[src/rtl/multiply_seq.sv]
// Sequential radix-2 shift-add multiplier with per-operand signed/unsigned mode.
// Works on operand magnitudes and applies the result sign once at the end.
module multiply_seq #(
    parameter int p_width = 8
) (
    input  logic                   clk_i,
    input  logic                   rst_i,
    input  logic                   valid_i,
    output logic                   ready_o,
    input  logic [p_width-1:0]     a_i,
    input  logic [p_width-1:0]     b_i,
    input  logic                   a_signed_i,
    input  logic                   b_signed_i,
    output logic                   valid_o,
    input  logic                   ready_i,
    output logic [2*p_width-1:0]   product_o
);

    // state | meaning
    // IDLE  | waiting for valid_i, ready_o high
    // BUSY  | one multiplier bit consumed per cycle, p_width cycles
    // DONE  | product_o valid, held until ready_i
    typedef enum logic [1:0] {
        IDLE = 2'd0,
        BUSY = 2'd1,
        DONE = 2'd2
    } state_t;

    localparam int cnt_w = $clog2(p_width) + 1;

    state_t                 state_q, state_d;
    logic                   ready_q, ready_d;
    logic                   valid_q, valid_d;
    logic [cnt_w-1:0]       cnt_q, cnt_d;
    logic [2*p_width-1:0]   a_sh_q, a_sh_d;
    logic [p_width-1:0]     b_sh_q, b_sh_d;
    logic                   neg_q, neg_d;
    logic [2*p_width-1:0]   acc_q, acc_d;
    logic [2*p_width-1:0]   product_q, product_d;

    logic                   a_neg, b_neg;
    logic [p_width-1:0]     a_abs, b_abs;
    logic [2*p_width-1:0]   acc_sum;

    always_comb begin
        a_neg = a_signed_i & a_i[p_width-1];
        b_neg = b_signed_i & b_i[p_width-1];
        // Negating -2^(p_width-1) yields 2^(p_width-1), which is the correct unsigned magnitude.
        a_abs = a_neg ? -a_i : a_i;
        b_abs = b_neg ? -b_i : b_i;
        acc_sum = acc_q + (b_sh_q[0] ? a_sh_q : '0);

        state_d   = state_q;
        ready_d   = ready_q;
        valid_d   = valid_q;
        cnt_d     = cnt_q;
        a_sh_d    = a_sh_q;
        b_sh_d    = b_sh_q;
        neg_d     = neg_q;
        acc_d     = acc_q;
        product_d = product_q;

        case (state_q)
            IDLE: begin
                if (valid_i) begin
                    a_sh_d  = {{p_width{1'b0}}, a_abs};
                    b_sh_d  = b_abs;
                    neg_d   = a_neg ^ b_neg;
                    acc_d   = '0;
                    cnt_d   = '0;
                    ready_d = 1'b0;
                    state_d = BUSY;
                end
            end
            BUSY: begin
                acc_d  = acc_sum;
                a_sh_d = a_sh_q << 1;
                b_sh_d = b_sh_q >> 1;
                cnt_d  = cnt_q + cnt_w'(1);
                if (cnt_q == cnt_w'(p_width - 1)) begin
                    product_d = neg_q ? -acc_sum : acc_sum;
                    valid_d   = 1'b1;
                    state_d   = DONE;
                end
            end
            DONE: begin
                if (ready_i) begin
                    valid_d = 1'b0;
                    ready_d = 1'b1;
                    state_d = IDLE;
                end
            end
            default: begin
                valid_d = 1'b0;
                ready_d = 1'b1;
                state_d = IDLE;
            end
        endcase
    end

    always_ff @(posedge clk_i or posedge rst_i) begin
        if (rst_i) begin
            state_q   <= IDLE;
            ready_q   <= 1'b1;
            valid_q   <= 1'b0;
            cnt_q     <= '0;
            a_sh_q    <= '0;
            b_sh_q    <= '0;
            neg_q     <= 1'b0;
            acc_q     <= '0;
            product_q <= '0;
        end else begin
            state_q   <= state_d;
            ready_q   <= ready_d;
            valid_q   <= valid_d;
            cnt_q     <= cnt_d;
            a_sh_q    <= a_sh_d;
            b_sh_q    <= b_sh_d;
            neg_q     <= neg_d;
            acc_q     <= acc_d;
            product_q <= product_d;
        end
    end

    assign ready_o   = ready_q;
    assign valid_o   = valid_q;
    assign product_o = product_q;

endmodule
[config.mk]
export PLATFORM = sky130hd
export DESIGN_NAME = multiply_seq
export DESIGN_NICKNAME = d
export VERILOG_FILES = /design/src/rtl/multiply_seq.sv
export SDC_FILE = /design/constraint.sdc
export NUM_CORES = 1
export LEC_CHECK = 0
export CAP_MARGIN = 10
export CELL_PAD_IN_SITES_DETAIL_PLACEMENT = 0
export CELL_PAD_IN_SITES_GLOBAL_PLACEMENT = 1
export CORE_AREA = 2 2 145 76
export DETAILED_ROUTE_END_ITERATION = 6
export DIE_AREA = 0 0 147 78
export PLACE_DENSITY_LB_ADDON = 0.1
export SKIP_LAST_GASP = 1
export SYNTH_ARGS = -nofsm -noshare
export SYNTH_HDL_FRONTEND = slang
export SYNTH_SLANG_ARGS = --single-unit
[constraint.sdc]
create_clock -name clk_i -period 3 [get_ports clk_i]
set_input_delay 0.6 -clock clk_i [delete_from_list [all_inputs] [get_ports clk_i]]
set_output_delay 0.6 -clock clk_i [all_outputs]
set_load 0.02 [all_outputs]
==> qor.txt <==
status: finished with violations
failing checks: negative setup slack
Bufs and invs on worst path: 0
Syn Area/Cell: 8.75 µm²
crit path max-delay cell type: or4_4
clk sink count: 65
Critical Path Stages: 12
Post-Synth XOR/XNOR Area: 0.0800
Tcrit/Tclk final: 1.09
Critical Path Most Common Cell: o21ai_1
Final Cell Area: 5270 µm²
synth-to-layout area growth: 34.2%
Req. time, crit path: 3.18 ns
Flop pwr share: 0.239
drt pass-1 iters: 4
Horiz. Die Dim: 147 µm
cells along the critical path: and2_4 -> ha_4 -> fa_2 -> a21o_1 -> a221oi_4 -> a211oi_2 -> o21ai_1 -> nand4_1 -> or4_4 -> o31ai_4 -> xnor2_1 -> o21ai_1
vias in the first global route: 3,269
Lkg Pwr: 0.00238 µW
CTS tree: done
largest net degree at the start of global routing: 36
First DRT Iteration DRCs: 184
net count after synthesis: 491
multiplexer area fraction after synthesis: 0.00765
Worst-path clk slew: 0.06 ns
Clock Latency Late Sink: 0.34 ns
final hold violation count: 0
fillers: 984
placed inst area: 4830 µm²
r2r worst-path depth: 12
Distinct cells, synth: 53
Worst Setup Slack, final: -0.264 ns
routed vias: 3,355
Logic pwr share: 0.569
DP Worst Slack: -0.301 ns
non-filler cells, final: 677
FF-to-FF End: product_o[15]
Power Density: 1230 nW/µm²
RSZ-0062 raised after global routing: true
number of synthesized flops with an enable pin: 0
Largest delay share family, worst path: compound AO/OA/AOI/OAI gates
global-route wire length before repair: 16.6 mm
drt total wl: 9.69 mm
Peak Freq: 306 MHz
Synth Register Bits: 65
Crit Path Class: flop to flop
initial antenna violation count: 0
crit path from: b_sh_q[0]
Post-Route Utilization: 0.523
Max stage delay on crit path: 0.57 ns
flop2flop setup slack: -0.26 ns
H-tree depth: 3
Vias/cell: 4.96
Die ar.: 11,500 µm²
clock group share of total power: 0.192
Remaining DRCs: 0
Final Slew Violations: 0
Int Pwr: 3830 µW
worst reg2reg startpoint: b_sh_q[0]
Synth Area in Adders: 0.0656
top cell type's share of synthesized area: 0.408
synth warn: 0
routability cong.: 0.852
overall die height: 78 µm
Net Sw Power: 2640 µW
CTS Buf Count: 9
row count: 26
Synth area leaders: dfrtp_1 (41%), o21ai_0 (7.6%), nand2_1 (7.3%), ha_1 (6.1%), xnor2_1 (5.4%)
max-cap viol count: 0
root buf cell: clkbuf_16
CP arrival: 3.45 ns
Slew @ Worst Pin: 1.19 ns
IO Port Bufs: 39
Primary FF master, synth: dfrtp_1
Clock Skew: 0.00852 ns
startpoint types: flop
Synth Area in Compound Gates: 0.209
peak supply drop: 0.358 mV
Mapped Area: 3930 µm²
total power: 6470 µW
Detail Route Antenna Nets: 0
Register Area: 1630 µm²
gate count of the mapped netlist: 449
sequential share of the synthesized area: 0.414
DP Wirelength: 7.21 mm
end point of the critical path: product_o[15]
Final setup violation count: 4
Overflow after GRT: 0
crit end category: flop
worst-path fanout max: 6
initial core utilization: 0.389
ys async rst share: 1.00
GR Util All Layers: 0.187
worst slew margin relative to its limit: 0.201
Layout Nets: 574
layout cell share with drive strength beyond 1: 0.181
Post-Place Cells: 656
Synth Area in Simple Gates: 0.193
min cycle time layout: 3.26 ns
switching share of power: 0.408
CTS max path bufs: 2
Hold Path Class: flop to flop
area of the multi-input gates: 2290 µm²
Top Ports: 40
Synth area leader: dfrtp_1
number of diodes: 0
Routed WL per cell: 14.3 µm
largest family of logic cells by synthesized area: compound AO/OA/AOI/OAI gates
CORE AREA: 10,100 µm²
## power by group through the flow
stage	clock network [µW]	registers (µW)	logic (µW)
global placement	0	1550	3500
floorplan	0	1610	2070
finish	1240	1550	3680
global route	1310	1610	4110
detailed placement	0	1560	3520
CTS	1270	1540	3620
## synthesized netlist by cell type (4+ instances only)
master	number
nor2_1	18
dfrtp_1	64
a22oi_1	13
clkbuf_1	18
a21o_1	6
nand2b_1	4
xnor2_1	24
nand2_1	76
inv_1	13
a31oi_1	4
a21oi_1	16
ha_1	19
nor3_1	6
nand4_1	6
xor2_1	10
o21ai_0	60
nand3_1	24
o211ai_1	5
and2_1	15
## per-layer routing
layer / GRT usage / share of wire
met4: 0.0548 / 0.011
met5: 0 / 0
met2: 0.256 / 0.37
met1: 0.287 / 0.57
met3: 0.0471 / 0.050
## layout by cell type, fill, tap and decap left out, types with 14 or more instances in the layout
master	count
nand2_1	75
a21oi_1	15
nor2_1	18
clkdlybuf4s50_1	39
dfrtp_1	63
ha_1	18
and2_1	14
o21ai_0	57
nand3_1	24
xnor2_1	23
buf_4	52
## cell type report
type / instances / area share
well taps: 140 / 0.0332
clock buffers: 9 / 0.0427
flip-flops and latches: 65 / 0.309
inverters: 13 / 0.00925
multi-input cells: 352 / 0.434
clock inverters: 7 / 0.0237
repair buffers: 91 / 0.148
## worst min path at each step
stage                             start       endpoint  slack [ns]  cells past startpoint
after floorplan                acc_q[7]       acc_q[7]        0.46                      2
after CTS                       ready_o        ready_o        0.46                      2
final                     product_o[11]  product_o[11]        0.46                      2
after global routing      product_o[11]  product_o[11]        0.49                      2
after detailed placement        ready_o        ready_o        0.45                      2
after global placement    product_o[11]  product_o[11]        0.45                      2
## worst register-to-register path: stages (launching register included)
cell and delay [ns]:
dfrtp_2 0.43, and2_4 0.15, ha_4 0.16, fa_2 0.34
a21o_1 0.23, a221oi_4 0.35, a211oi_2 0.14, o21ai_1 0.21
nand4_1 0.15, or4_4 0.57, o31ai_4 0.19, xnor2_1 0.14
o21ai_1 0.07
## sequential cells by signal, summed over array words and instances (netlist names), 2 cells and up
signal	flops
a_sh_q	16
acc_q	16
product_o	16
b_sh_q	8
cnt_q	4
state_q	2
## cell families (layout without fill, tap and decap cells)
logic type                 count (synthesis)  after routing
adders and majority gates                 20             20
DFF                                       65             65
and+or+nand+nor                          163            163
AOI/OAI and AO/OA                        131            131
xor gates and xnor gates                  35             35
buffers and inverters                     32            120
muxes                                      3              3
## metrics by stage
step           TNS [ns]  hold slack, ns
3_3_place_gp     -0.737           0.452
4_1_cts          -0.667           0.463
3_5_place_dp     -0.998           0.454
6_report         -0.767           0.462
5_1_grt           -1.72           0.492
2_1_floorplan    -0.379           0.456
## what timing repair did
item,4_1_cts,5_1_grt
gates resized for setup,2,11
buffers inserted,3,2
pin swaps,4,8
endpoints found under the setup margin,4,9
hold buffers,0,0
endpoints found under the hold margin,0,0
(Power assumes the default switching activity.)
